<file path="src/rtl/decode_stage.sv">
// Purpose: MIPS instruction decode with a registered ID/EX output, load-use and HI/LO interlocks.
// Latency: 1 cycle from acceptance (in_valid & in_ready) to out_valid.
// Backpressure: out_valid & !out_ready holds all outputs and drops in_ready; the HI/LO counter keeps counting.
//
// Ports: clock/reset (sync, active-high); in_valid/in_ready/in_pc/in_insn from fetch;
//        s1/s2 -> register file read addresses, rs_data/rt_data <- read data (both combinational);
//        out_* : registered decoded instruction with out_valid/out_ready handshake.
// Optional feature: define DECODE_LOAD_USE_INTERLOCK_EN to insert one bubble on a load-use hazard.

module decode_stage #(
    parameter int DATA_W     = 32,
    parameter int MULDIV_LAT = 4
) (
    input  logic              clock,
    input  logic              reset,
    input  logic              in_valid,
    output logic              in_ready,
    input  logic [31:0]       in_pc,
    input  logic [31:0]       in_insn,
    output logic [4:0]        s1,
    output logic [4:0]        s2,
    input  logic [DATA_W-1:0] rs_data,
    input  logic [DATA_W-1:0] rt_data,
    output logic              out_valid,
    input  logic              out_ready,
    output logic [31:0]       out_pc,
    output logic [DATA_W-1:0] out_rA,
    output logic [DATA_W-1:0] out_rB,
    output logic [DATA_W-1:0] out_imm,
    output logic [4:0]        out_shamt,
    output logic [4:0]        out_dst,
    output logic [5:0]        out_aluop,
    output logic              out_br,
    output logic              out_jp,
    output logic              out_aluinb,
    output logic              out_dmwe,
    output logic              out_rwe,
    output logic              out_rwd,
    output logic              out_unsigned,
    output logic              out_illegal
);

    localparam logic [5:0] OP_ADD  = 6'd0,  OP_SUB  = 6'd1,  OP_MULT = 6'd2,  OP_DIV  = 6'd3;
    localparam logic [5:0] OP_MFHI = 6'd4,  OP_MFLO = 6'd5,  OP_SLT  = 6'd6,  OP_SLL  = 6'd7;
    localparam logic [5:0] OP_SLLV = 6'd8,  OP_SRL  = 6'd9,  OP_SRLV = 6'd10, OP_SRA  = 6'd11;
    localparam logic [5:0] OP_SRAV = 6'd12, OP_AND  = 6'd13, OP_OR   = 6'd14, OP_XOR  = 6'd15;
    localparam logic [5:0] OP_NOR  = 6'd16, OP_JALR = 6'd17, OP_JR   = 6'd18, OP_LW   = 6'd19;
    localparam logic [5:0] OP_SW   = 6'd20, OP_LB   = 6'd21, OP_LUI  = 6'd22, OP_SB   = 6'd23;
    localparam logic [5:0] OP_LBU  = 6'd24, OP_BEQ  = 6'd25, OP_BNE  = 6'd26, OP_BGTZ = 6'd27;
    localparam logic [5:0] OP_BLEZ = 6'd28, OP_BLTZ = 6'd29, OP_BGEZ = 6'd30, OP_J    = 6'd31;
    localparam logic [5:0] OP_JAL  = 6'd32, OP_NOP  = 6'd33;

    localparam int CW = (MULDIV_LAT > 0) ? $clog2(MULDIV_LAT + 1) : 1;

    logic [5:0]        opcode, funct;
    logic [4:0]        rt_f, rd_f;
    logic [3:0]        pc_hi;
    logic [DATA_W-1:0] imm_sext, imm_zext, imm_lui, jtarget;

    assign opcode = in_insn[31:26];
    assign funct  = in_insn[5:0];
    assign rt_f   = in_insn[20:16];
    assign rd_f   = in_insn[15:11];
    assign s1     = in_insn[25:21];
    assign s2     = in_insn[20:16];

    // Top nibble of pc+4: a carry reaches bit 28 only when pc[27:2] is all ones.
    assign pc_hi    = in_pc[31:28] + {3'b000, &in_pc[27:2]};
    assign imm_sext = DATA_W'($signed(in_insn[15:0]));
    assign imm_zext = DATA_W'(in_insn[15:0]);
    assign imm_lui  = DATA_W'({in_insn[15:0], 16'h0000});
    assign jtarget  = DATA_W'({pc_hi, in_insn[25:0], 2'b00});

    logic [5:0]        d_aluop;
    logic [4:0]        d_dst;
    logic [DATA_W-1:0] d_imm;
    logic              d_br, d_jp, d_aluinb, d_dmwe, d_rwe, d_rwd, d_uns, d_ill;

    always_comb begin
        d_aluop  = OP_NOP;
        d_dst    = rt_f;
        d_imm    = imm_sext;
        d_br     = 1'b0;
        d_jp     = 1'b0;
        d_aluinb = 1'b0;
        d_dmwe   = 1'b0;
        d_rwe    = 1'b0;
        d_rwd    = 1'b0;
        d_uns    = 1'b0;
        d_ill    = 1'b0;
        if (in_insn == 32'h0) begin
            // canonical NOP: defaults already describe it
        end else if (opcode == 6'h00) begin
            d_dst = rd_f;
            case (funct)
                6'h00: {d_aluop, d_rwe} = {OP_SLL, 1'b1};
                6'h02: {d_aluop, d_rwe} = {OP_SRL, 1'b1};
                6'h03: {d_aluop, d_rwe} = {OP_SRA, 1'b1};
                6'h04: {d_aluop, d_rwe} = {OP_SLLV, 1'b1};
                6'h06: {d_aluop, d_rwe} = {OP_SRLV, 1'b1};
                6'h07: {d_aluop, d_rwe} = {OP_SRAV, 1'b1};
                6'h08: {d_aluop, d_jp} = {OP_JR, 1'b1};
                6'h09: {d_aluop, d_jp, d_rwe} = {OP_JALR, 2'b11};
                6'h10: {d_aluop, d_rwe} = {OP_MFHI, 1'b1};
                6'h12: {d_aluop, d_rwe} = {OP_MFLO, 1'b1};
                6'h18: d_aluop = OP_MULT;
                6'h19: {d_aluop, d_uns} = {OP_MULT, 1'b1};
                6'h1A: d_aluop = OP_DIV;
                6'h1B: {d_aluop, d_uns} = {OP_DIV, 1'b1};
                6'h20: {d_aluop, d_rwe} = {OP_ADD, 1'b1};
                6'h21: {d_aluop, d_rwe, d_uns} = {OP_ADD, 2'b11};
                6'h22: {d_aluop, d_rwe} = {OP_SUB, 1'b1};
                6'h23: {d_aluop, d_rwe, d_uns} = {OP_SUB, 2'b11};
                6'h24: {d_aluop, d_rwe} = {OP_AND, 1'b1};
                6'h25: {d_aluop, d_rwe} = {OP_OR, 1'b1};
                6'h26: {d_aluop, d_rwe} = {OP_XOR, 1'b1};
                6'h27: {d_aluop, d_rwe} = {OP_NOR, 1'b1};
                6'h2A: {d_aluop, d_rwe} = {OP_SLT, 1'b1};
                6'h2B: {d_aluop, d_rwe, d_uns} = {OP_SLT, 2'b11};
                default: d_ill = 1'b1;
            endcase
        end else if (opcode == 6'h1C && funct == 6'h02) begin
            // MUL goes through the HI/LO multiplier like MULT
            d_dst   = rd_f;
            d_aluop = OP_MULT;
        end else if (opcode == 6'h01) begin
            case (rt_f)
                5'd0:    {d_aluop, d_br} = {OP_BLTZ, 1'b1};
                5'd1:    {d_aluop, d_br} = {OP_BGEZ, 1'b1};
                default: d_ill = 1'b1;
            endcase
        end else begin
            case (opcode)
                6'h02: begin {d_aluop, d_jp} = {OP_J, 1'b1}; d_imm = jtarget; end
                6'h03: begin
                    {d_aluop, d_jp, d_rwe} = {OP_JAL, 2'b11};
                    d_dst = 5'd31;
                    d_imm = jtarget;
                end
                6'h04: {d_aluop, d_br} = {OP_BEQ, 1'b1};
                6'h05: {d_aluop, d_br} = {OP_BNE, 1'b1};
                6'h06: {d_aluop, d_br} = {OP_BLEZ, 1'b1};
                6'h07: {d_aluop, d_br} = {OP_BGTZ, 1'b1};
                6'h08: {d_aluop, d_rwe, d_aluinb} = {OP_ADD, 2'b11};
                6'h09: {d_aluop, d_rwe, d_aluinb} = {OP_ADD, 2'b11};
                6'h0A: {d_aluop, d_rwe, d_aluinb} = {OP_SLT, 2'b11};
                6'h0B: {d_aluop, d_rwe, d_aluinb, d_uns} = {OP_SLT, 3'b111};
                6'h0C: begin {d_aluop, d_rwe, d_aluinb} = {OP_AND, 2'b11}; d_imm = imm_zext; end
                6'h0D: begin {d_aluop, d_rwe, d_aluinb} = {OP_OR, 2'b11};  d_imm = imm_zext; end
                6'h0E: begin {d_aluop, d_rwe, d_aluinb} = {OP_XOR, 2'b11}; d_imm = imm_zext; end
                6'h0F: begin {d_aluop, d_rwe, d_aluinb} = {OP_LUI, 2'b11}; d_imm = imm_lui; end
                6'h20: {d_aluop, d_rwe, d_rwd, d_aluinb} = {OP_LB, 3'b111};
                6'h23: {d_aluop, d_rwe, d_rwd, d_aluinb} = {OP_LW, 3'b111};
                6'h24: {d_aluop, d_rwe, d_rwd, d_aluinb, d_uns} = {OP_LBU, 4'b1111};
                6'h28: {d_aluop, d_dmwe, d_aluinb} = {OP_SB, 2'b11};
                6'h2B: {d_aluop, d_dmwe, d_aluinb} = {OP_SW, 2'b11};
                default: d_ill = 1'b1;
            endcase
        end
    end

    // Hazard logic
    logic          is_muldiv, is_hilo, hilo_busy, load_use, stall, advance, accept;
    logic [CW-1:0] hilo_cnt;

    assign is_muldiv = (d_aluop == OP_MULT) | (d_aluop == OP_DIV);
    assign is_hilo   = is_muldiv | (d_aluop == OP_MFHI) | (d_aluop == OP_MFLO);
    assign hilo_busy = (hilo_cnt != '0) & is_hilo;

`ifdef DECODE_LOAD_USE_INTERLOCK_EN
    // The load sitting in ID/EX has not produced data yet; one bubble lets it reach the forward point.
    assign load_use = out_valid & out_rwd & out_rwe & (out_dst != 5'd0)
                    & ((out_dst == s1) | (out_dst == s2));
`else
    assign load_use = 1'b0;
`endif

    assign stall    = in_valid & (load_use | hilo_busy);
    assign advance  = out_ready | ~out_valid;
    assign in_ready = advance & ~stall;
    assign accept   = in_valid & in_ready;

    always_ff @(posedge clock) begin
        if (reset) begin
            out_valid    <= 1'b0;
            out_pc       <= '0;
            out_rA       <= '0;
            out_rB       <= '0;
            out_imm      <= '0;
            out_shamt    <= '0;
            out_dst      <= '0;
            out_aluop    <= OP_NOP;
            out_br       <= 1'b0;
            out_jp       <= 1'b0;
            out_aluinb   <= 1'b0;
            out_dmwe     <= 1'b0;
            out_rwe      <= 1'b0;
            out_rwd      <= 1'b0;
            out_unsigned <= 1'b0;
            out_illegal  <= 1'b0;
            hilo_cnt     <= '0;
        end else begin
            if (advance) begin
                // A stall or an empty input becomes a bubble; the payload fields keep their old values.
                out_valid <= accept;
                if (accept) begin
                    out_pc       <= in_pc;
                    out_rA       <= rs_data;
                    out_rB       <= rt_data;
                    out_imm      <= d_imm;
                    out_shamt    <= in_insn[10:6];
                    out_dst      <= d_dst;
                    out_aluop    <= d_aluop;
                    out_br       <= d_br;
                    out_jp       <= d_jp;
                    out_aluinb   <= d_aluinb;
                    out_dmwe     <= d_dmwe;
                    out_rwe      <= d_rwe;
                    out_rwd      <= d_rwd;
                    out_unsigned <= d_uns;
                    out_illegal  <= d_ill;
                end
            end
            if (accept & is_muldiv)
                hilo_cnt <= CW'(MULDIV_LAT);
            else if (hilo_cnt != '0)
                hilo_cnt <= hilo_cnt - CW'(1);
        end
    end

endmodule

</file>
<file path="config.mk">
export PLATFORM = sky130hd
export DESIGN_NAME = decode_stage
export DESIGN_NICKNAME = d
export VERILOG_FILES = /design/src/rtl/decode_stage.sv
export SDC_FILE = /design/constraint.sdc
export NUM_CORES = 1
export LEC_CHECK = 0
export ABC_CLOCK_PERIOD_IN_PS = 3200
export BUFFER_PORTS_ARGS = -buffer_cell sky130_fd_sc_hd__buf_2
export CORE_UTILIZATION = 39
export CTS_BUF_LIST = sky130_fd_sc_hd__clkbuf_4 sky130_fd_sc_hd__clkbuf_8 sky130_fd_sc_hd__clkbuf_16
export CTS_CLUSTER_DIAMETER = 200
export DETAILED_ROUTE_END_ITERATION = 7
export PLACE_DENSITY_LB_ADDON = 0.08
export SLEW_MARGIN = 5
export SYNTH_ARGS = -nofsm -noshare
export SYNTH_HDL_FRONTEND = slang
export SYNTH_SLANG_ARGS = --single-unit
</file>
<file path="constraint.sdc">
create_clock -name clock -period 3.2 [get_ports clock]
set_clock_uncertainty 0.1 [all_clocks]
set_input_delay 0.32 -clock clock [delete_from_list [all_inputs] [get_ports clock]]
set_output_delay 0.32 -clock clock [all_outputs]
set_load 0.05 [all_outputs]
</file>
# Word level (Yosys, flattened, before mapping)

Cells that the tools add are included.

Bits in registers: 156
Bits in latches: 0
Memory bits (writable): 0
ROM bits: 0
Input port bits: 132
Output and inout bits: 164
Word-level logic and storage cells: 176
Memories: 0

Add/sub/neg operators: 2
$mul: 0
Divide/modulo/power cells: 0
$lt $le $gt $ge: 0
Equal/unequal tests: 49
Shift-type cells: 0
Mux-type cells: 65
Bitwise logic cells: 11
Reduce and logical (&&, ||, !) cells: 31

Operator list:

| operator           | number |
|---|---|
| $mux 32            | 4 |
| $pmux 6 s19        | 1 |
| $pmux 6 s17        | 1 |
| $pmux 32 s3        | 1 |
| $eq 6x6->1 const B | 15 |
| $eq 6x4->1 const B | 10 |
| $eq 6x3->1 const B | 9 |
| $mux 1             | 46 |
| $eq 6x5->1 const B | 7 |
| $reduce_or 19->1   | 2 |
| $eq 6x2->1 const B | 6 |
| $logic_not 32->1   | 1 |
| $reduce_and 26->1  | 1 |
| $reduce_or 2->1    | 13 |
| $mux 5             | 5 |
| $mux 6             | 4 |
| $reduce_or 24->1   | 1 |
| $reduce_or 13->1   | 1 |
| $logic_not 6->1    | 2 |
| $pmux 6 s2         | 1 |
| $reduce_or 12->1   | 1 |
| $eq 6x1->1 const B | 1 |
| $mux 3             | 2 |
| $reduce_or 3->1    | 2 |
| 13 further kinds   | 21 |

# Longest topological paths before layout

Gate-level depths: netlist of the first run.

Depth in word-level cells: 18
Mapped depth: 13
Depth with buffers taken out: 9

# Least setup slack after synthesis of the first run

OpenSTA, ideal clock, no wires.

Path kind: input port to output port
Start: in in_insn[31]
End: out in_ready
Arrival: 3,357 ps
Required time: 2,780 ps
Setup slack: -577 ps
Stages: 10
Path buffers: 4
Path through: buf_2 > nor4_4 > nand2_2 > or3_1 > o221a_2 > and4_1 > clkbuf_1 > buf_2 > buf_1 > a21boi_0

Cells in the longest elaborated chain, start to end: 15
Elaborated cells between the ends (all ways): 42
Classes of those cells: eq/ne: 25; mux: 5; bitwise: 7; reduce/logical: 5

Ends and longest elaborated chain:

| what                      | RTL line | RTL |
|---|---|---|
| from (decl)               | 19       | `input logic [31:0] in_insn,` |
| $eq 6x4->1                | 133      | `case (opcode)` |
| $reduce_or 2->1 (no line) | -        |  |
| $pmux 6 s17               | 133      |  |
| $mux 6                    | 126      | `end else if (opcode == 6'h01) begin` |
| $mux 6                    | 122      | `end else if (opcode == 6'h1C && funct == 6'h02) begin` |
| $mux 6                    | 93       | `end else if (opcode == 6'h00) begin` |
| $mux 6 (*)                | 91       | `if (in_insn == 32'h0) begin` |
| $eq 6x2->1                | 166      | `assign is_muldiv = (d_aluop == OP_MULT) \| (d_aluop == OP_DIV);` |
| $or 1x1->1                | 166      |  |
| $or 1x1->1                | 167      | `assign is_hilo = is_muldiv \| (d_aluop == OP_MFHI) \| (d_aluop == OP_MFLO);` |
| $or 1x1->1 (*)            | 167      |  |
| $and 1x1->1 (*)           | 168      | `assign hilo_busy = (hilo_cnt != '0) & is_hilo;` |
| $and 1x1->1 (*)           | 178      | `assign stall = in_valid & (load_use \| hilo_busy);` |
| $not 1->1 (*)             | 180      | `assign in_ready = advance & ~stall;` |
| $and 1x1->1 (*)           | 180      |  |
| to (decl)                 | 17       | `output logic in_ready,` |

Mark *: on every way between the ends. The rest lies on a longest branch, timed or not.

# Final worst setup path of the first run

Same ends and word-level chain as after synthesis.

==> impl_metrics.yaml, run 1 <==
sta:
  fin_crit_sh_pct: 91.5
  worst_slew_pin_slew_ns: 0.971
  rsz0062_at_grt: "false"
  finalHoldViolCount: 0
  setup_viol_count_final: 0
  clock.fmax_ghz: 0.341
  min_period_ns: 2.93
  final.setup.tns_ns: 0
  relSlewSlack_pct: 35.0
  final_max_slew_viol_count: 0
  fin_ws_ns: 0.272
clocking:
  htreeDepth: 4
  cts_root_buffer: "clkbuf_16"
  clkLatencyLatePin_ns: 0.42
  cts_buffer_depth: 2
  cts_tree: "done"
  cts_buffers: 17
  hold_buffers: 0
  cts_sinks: 156
  cts_resized: 0
  postCtsSetupBuffers: 0
  clkTransAtPathRegs_ns: 0.07
critical_path:
  cp_cell_sequence: "buf_2 > nor4_4 > nand2_2 > a221o_1 > o32ai_4 > xor2_4 > a21boi_2 > buf_2"
  arrival_ns: 2.51
  worstSetupStartpointType: "input port"
  path_max_fanout: 8
  cp_common_cell: "buf_2"
  cp_slowest_stage_delay_ns: 0.44
  worstSetupEndpointType: "output pin"
  critPathRequiredTime_ns: 2.78
  cp_top_family: "compound AO/OA/AOI/OAI gates"
  slowest_stage: "nor4_4"
  worstSetupPathType: "input port to output pin"
  worst-path-buf-inv: 2
placed_design:
  placed_cell_area_um2: 9980
  dp_cells: 1517
  post-place-ws_ns: 0.197
  hpwl_um: 19500
  portBuffers: 295
  gp_congestion: 0.905
floorplanning:
  core_um2: 20500
  dieArea_um2: 21700
  initial_utilization_pct: 40.2
  die_width_um: 147
  rows: 52
  io_pins: 296
  die_h_um: 147
yosys:
  syn_avg_cell_area_um2: 8.12
  synthTopCellsByArea: "dfxtp_1 38%, mux2i_1 13%, nand2_1 12%, a31oi_1 3.4%, o211ai_1 2.9%"
  ys_warn_count: 0
  syn-num-nets: 1153
  synth-seq-cells: 156
  async_reset_ff_share_pct: 0
  yosysTopAreaCell: "dfxtp_1"
  synth_seq_area_share_pct: 37.9
  yosysTopAreaCellShare_pct: 37.9
  synthCells: 1016
  synth_common_cells: "271 x nand2_1, 156 x dfxtp_1, 104 x mux2i_1, 62 x clkbuf_1, 47 x nand3_1"
  ys_types: 69
  synth_enable_flop_cells: 0
  netlist_area_um2: 8250
  ys.flop_type: "dfxtp_1"
  yosysMostFrequentCell: "nand2_1"
final_layout:
  stdcell_count: 1549
  multi_input_area_um2: 4590
  design_area_um2: 10600
  num-fill-cells: 2062
  drive_above_1_share_pct: 31.0
  regArea_um2: 3120
  fin_nets: 1403
  area_growth_pct: 28.4
  diodes: 0
drt:
  viasPerCell: 5.36
  dr.pass1.iters: 5
  num_vias: 8303
  wl_um: 26600
  avgRoutedWirePerCell_um: 17.2
  ant_nets: 0
  drc: 0
  drtIter0Drc: 604
worst_hold_path:
  min_path_type: "input port to flop"
global_routing:
  grt_max_degree: 99
  grt_overflow_total: 0
  grt_first_pass_wirelength_um: 41700
  grt_pass1_vias: 7533
  grt_use_total_pct: 24.2
  antenna_found_initial: 0
flow_run:
  max_cap_violations: 0
power:
  p_total_uw: 5850
  ir_drop_mv: 0.354
  p_leak_uw: 0.00492
  power_density_nw_per_um2: 553
outcome:
  status: "finished, final reports clean"
## worst paths after layout
kind | from | end | slack, ns | cells past startpoint
min | rt_data[17] | out_rB[17]$_SDFFE_PP0P_ | 0.03 | 3
max | in_insn[31] | in_ready | 0.27 | 8
min reg2reg | out_rA[12]$_SDFFE_PP0P_ | out_rA[12]$_SDFFE_PP0P_ | 0.35 | 2
max reg2reg | hilo_cnt[0]$_SDFFE_PP0P_ | out_unsigned$_SDFFE_PP0P_ | 0.85 | 8
## per-layer routing
metal	up-vias	global-route usage [%]	share of wire (%)
li1	4090	-	-
met1	3866	34.0	45
met4	0	7.47	1.6
met2	321	36.8	46
met5	-	0	0
met3	26	5.31	7.3
## final cells by class
type	instances	area share, %
Tap cell	270	3.19
Timing Repair Buffer	338	17.7
Multi-Input combinational cell	740	43.3
Clock inverter	14	1.64
Sequential cell	156	29.5
Inverter	13	0.508
Clock buffer	18	4.15
## where the power goes
| part | internal (µW) | switching, µW |
|---|---|---|
| clock | 1140 | 945 |
| sequential | 2100 | 83.8 |
| combinational | 467 | 1120 |
| total | 3710 | 2140 |
## cells in the final DEF (no fill, tap or decap), drive strengths merged, types with 11 or more instances in the layout
| cell type | count |
|---|---|
| a21oi | 17 |
| a221o | 13 |
| a22o | 11 |
| a31oi | 45 |
| buf | 338 |
| clkbuf | 18 |
| dfxtp | 156 |
| inv | 22 |
| mux2i | 104 |
| nand2 | 272 |
| nand3 | 47 |
| nor2 | 26 |
| nor2b | 11 |
| o211ai | 32 |
| o21ai | 23 |
## worst reg2reg max path: stages, from the launching register on
cell      delay (ns)
dfxtp_1         0.34
inv_1           0.05
ha_1            0.22
ha_1            0.27
nor2b_1         0.22
and4_2          0.35
buf_4           0.31
a211oi_1        0.15
a31o_2          0.24
## per-stage QoR
step	utilization, %	hold slack (ns)
2_1_floorplan	-	0.362
3_3_place_gp	48.7	0.339
3_5_place_dp	48.7	0.344
4_1_cts	51.7	0.00662
5_1_grt	51.7	0.00759
6_report	51.7	0.0296
## flip-flops by register name, indices dropped and copies added (netlist names), 3 cells and up
| signal | count |
|---|---|
| out_dst | 5 |
| out_shamt | 5 |
| out_rB | 32 |
| hilo_cnt | 3 |
| out_rA | 32 |
| out_imm | 32 |
| out_aluop | 6 |
| out_pc | 32 |
## kinds of logic (layout without fill, tap and decap cells)
family          after synthesis  count (layout)  share of synthesized area (%)
simple gates                430             430                           23.6
fa+ha+maj                     5               5                          0.758
buf+inv                     120             383                           7.02
compound gates              194             194                           17.2
xor+xnor                      5               5                          0.622
flops                       156             156                           37.9
mux                         106             106                           12.9
Note: power is estimated with default switching activity, not from simulation.
==> inputs of run 2 (changes only) <==
--- a/config.mk
+++ b/config.mk
@@ -7,7 +7,7 @@
 export LEC_CHECK = 0
 export ABC_CLOCK_PERIOD_IN_PS = 3200
 export BUFFER_PORTS_ARGS = -buffer_cell sky130_fd_sc_hd__buf_2
-export CORE_UTILIZATION = 39
+export CORE_UTILIZATION = 31
 export CTS_BUF_LIST = sky130_fd_sc_hd__clkbuf_4 sky130_fd_sc_hd__clkbuf_8 sky130_fd_sc_hd__clkbuf_16
 export CTS_CLUSTER_DIAMETER = 200
 export DETAILED_ROUTE_END_ITERATION = 7
==> impl_metrics.yaml, run 2 (synthesis gave the netlist of run 1 again) <==
critical_path:
  worstSetupEndpointType: "output pin"
  arrival_ns: 2.60
  critPathRequiredTime_ns: 2.78
  worstSetupStartpointType: "input port"
  worstSetupPathType: "input port to output pin"
  ff2ff_path_depth: 8
  path_max_fanout: 5
floorplanning:
  initial_utilization_pct: 31.7
  io_pins: 296
  core_um2: 26100
  dieArea_um2: 27300
  die_width_um: 165
  rows: 59
  die_h_um: 165
power:
  p_sw_uw: 2150
  p_clk_share_pct: 34.8
  intPower_uw: 3680
  p_leak_uw: 0.00495
  power_density_nw_per_um2: 542
  switching_share_pct: 36.8
  seq_power_share_pct: 37.3
  ir_drop_mv: 0.278
  combPwrFrac_pct: 27.9
sta:
  setup_viol_count_final: 0
  min_period_ns: 3.02
  clock.fmax_ghz: 0.331
  final.setup.tns_ns: 0
  rsz0062_at_grt: "false"
  finalHoldViolCount: 0
  fin_crit_sh_pct: 94.4
  worst_slew_pin_slew_ns: 1.19
  relSlewSlack_pct: 20.7
  final_max_slew_viol_count: 0
global_routing:
  grt_max_degree: 84
  grt_overflow_total: 0
  grt_pass1_vias: 7341
  antenna_found_initial: 0
  grt_use_total_pct: 20.4
  grt_first_pass_wirelength_um: 42300
final_layout:
  drive_above_1_share_pct: 31.3
  fin_nets: 1409
  diodes: 0
  num-fill-cells: 2709
  final_util_pct: 41.3
  design_area_um2: 10800
  stdcell_count: 1619
  layout_commonest_cell: "buf_2"
  layout_common_cells: "295 x buf_2, 271 x nand2_1, 156 x dfxtp_1"
  area_growth_pct: 30.4
drt:
  dr.pass1.iters: 7
  wl_um: 29100
  ant_nets: 0
  drtIter0Drc: 576
  viasPerCell: 5.13
  drc: 0
  num_vias: 8310
  avgRoutedWirePerCell_um: 18.0
outcome:
  status: "finished, final reports clean"
worst_hold_path:
  hold_depth: 3
  min_path_type: "input port to flop"
flow_run:
  max_cap_violations: 0
clocking:
  cts_root_buffer: "clkbuf_16"
  cts_buffer_depth: 2
  clkLatencyLatePin_ns: 0.43
  htreeDepth: 4
  postCtsSetupBuffers: 0
  clkTransAtPathRegs_ns: 0.07
  cts_sinks: 156
  cts_tree: "done"
  cts_buffers: 17
placed_design:
  gp_congestion: 0.887
  placed_cell_area_um2: 10200
  portBuffers: 295
  dp_cells: 1587
  hpwl_um: 21300
## run 2: per-layer routing
| layer | track usage (%) | vias up | wire length, µm |
|---|---|---|---|
| li1 | - | 4103 | - |
| met4 | 6.13 | 0 | 464 |
| met3 | 5.14 | 35 | 2200 |
| met2 | 31.4 | 309 | 13400 |
| met5 | 0 | - | 0 |
| met1 | 27.8 | 3863 | 13100 |
## run 2: repair_timing
action                                  4_1_cts  5_1_grt
endpoints found under the setup margin        0        1
endpoints found under the hold margin         1        0
hold buffers                                  1        0
gates resized for setup                       0        1
## run 2: worst max-delay path, stage by stage
cell	delay [ns]
buf_2	0.13
or4_1	0.60
a31oi_1	0.28
nand2_1	0.11
a22o_1	0.27
and4_2	0.30
buf_12	0.14
a21boi_2	0.16
buf_2	0.29
## run 2: stage by stage
stage / total power (µW) / setup slack, ns / hold slack (ns)
3_5_place_dp: 3850 / 0.174 / 0.344
3_3_place_gp: 3840 / 0.190 / 0.339
2_1_floorplan: 3350 / 0.0786 / 0.362
6_report: 5830 / 0.179 / 0.0231
4_1_cts: 5900 / 0.189 / 0.000611
5_1_grt: 6090 / 0.105 / 0.0112
## run 2: worst paths after layout
path / start / end / slack, ns
max: in_insn[17] / in_ready / 0.18
min: rt_data[4] / out_rB[4]$_SDFFE_PP0P_ / 0.02
max reg2reg: hilo_cnt[0]$_SDFFE_PP0P_ / out_aluop[0]$_SDFFE_PP1P_ / 0.88
min reg2reg: out_pc[31]$_SDFFE_PP0P_ / out_pc[31]$_SDFFE_PP0P_ / 0.35
## run 2: power groups by stage
stage	Combinational [µW]	Clock [µW]	Sequential [µW]
2_1_floorplan	663	0	2690
6_report	1620	2030	2180
3_3_place_gp	1620	0	2220
5_1_grt	1740	2160	2200
4_1_cts	1630	2090	2180
3_5_place_dp	1620	0	2220
## run 2: layout make-up
class,count,area (µm²),area share [%]
tap,335,419,3.90
clock buffer,17,425,3.96
clock inverter,14,156,1.45
sequential,156,3120,29.0
timing repair buffer,344,1980,18.5
inverter,13,53.8,0.500
multi-input combinational,740,4590,42.7
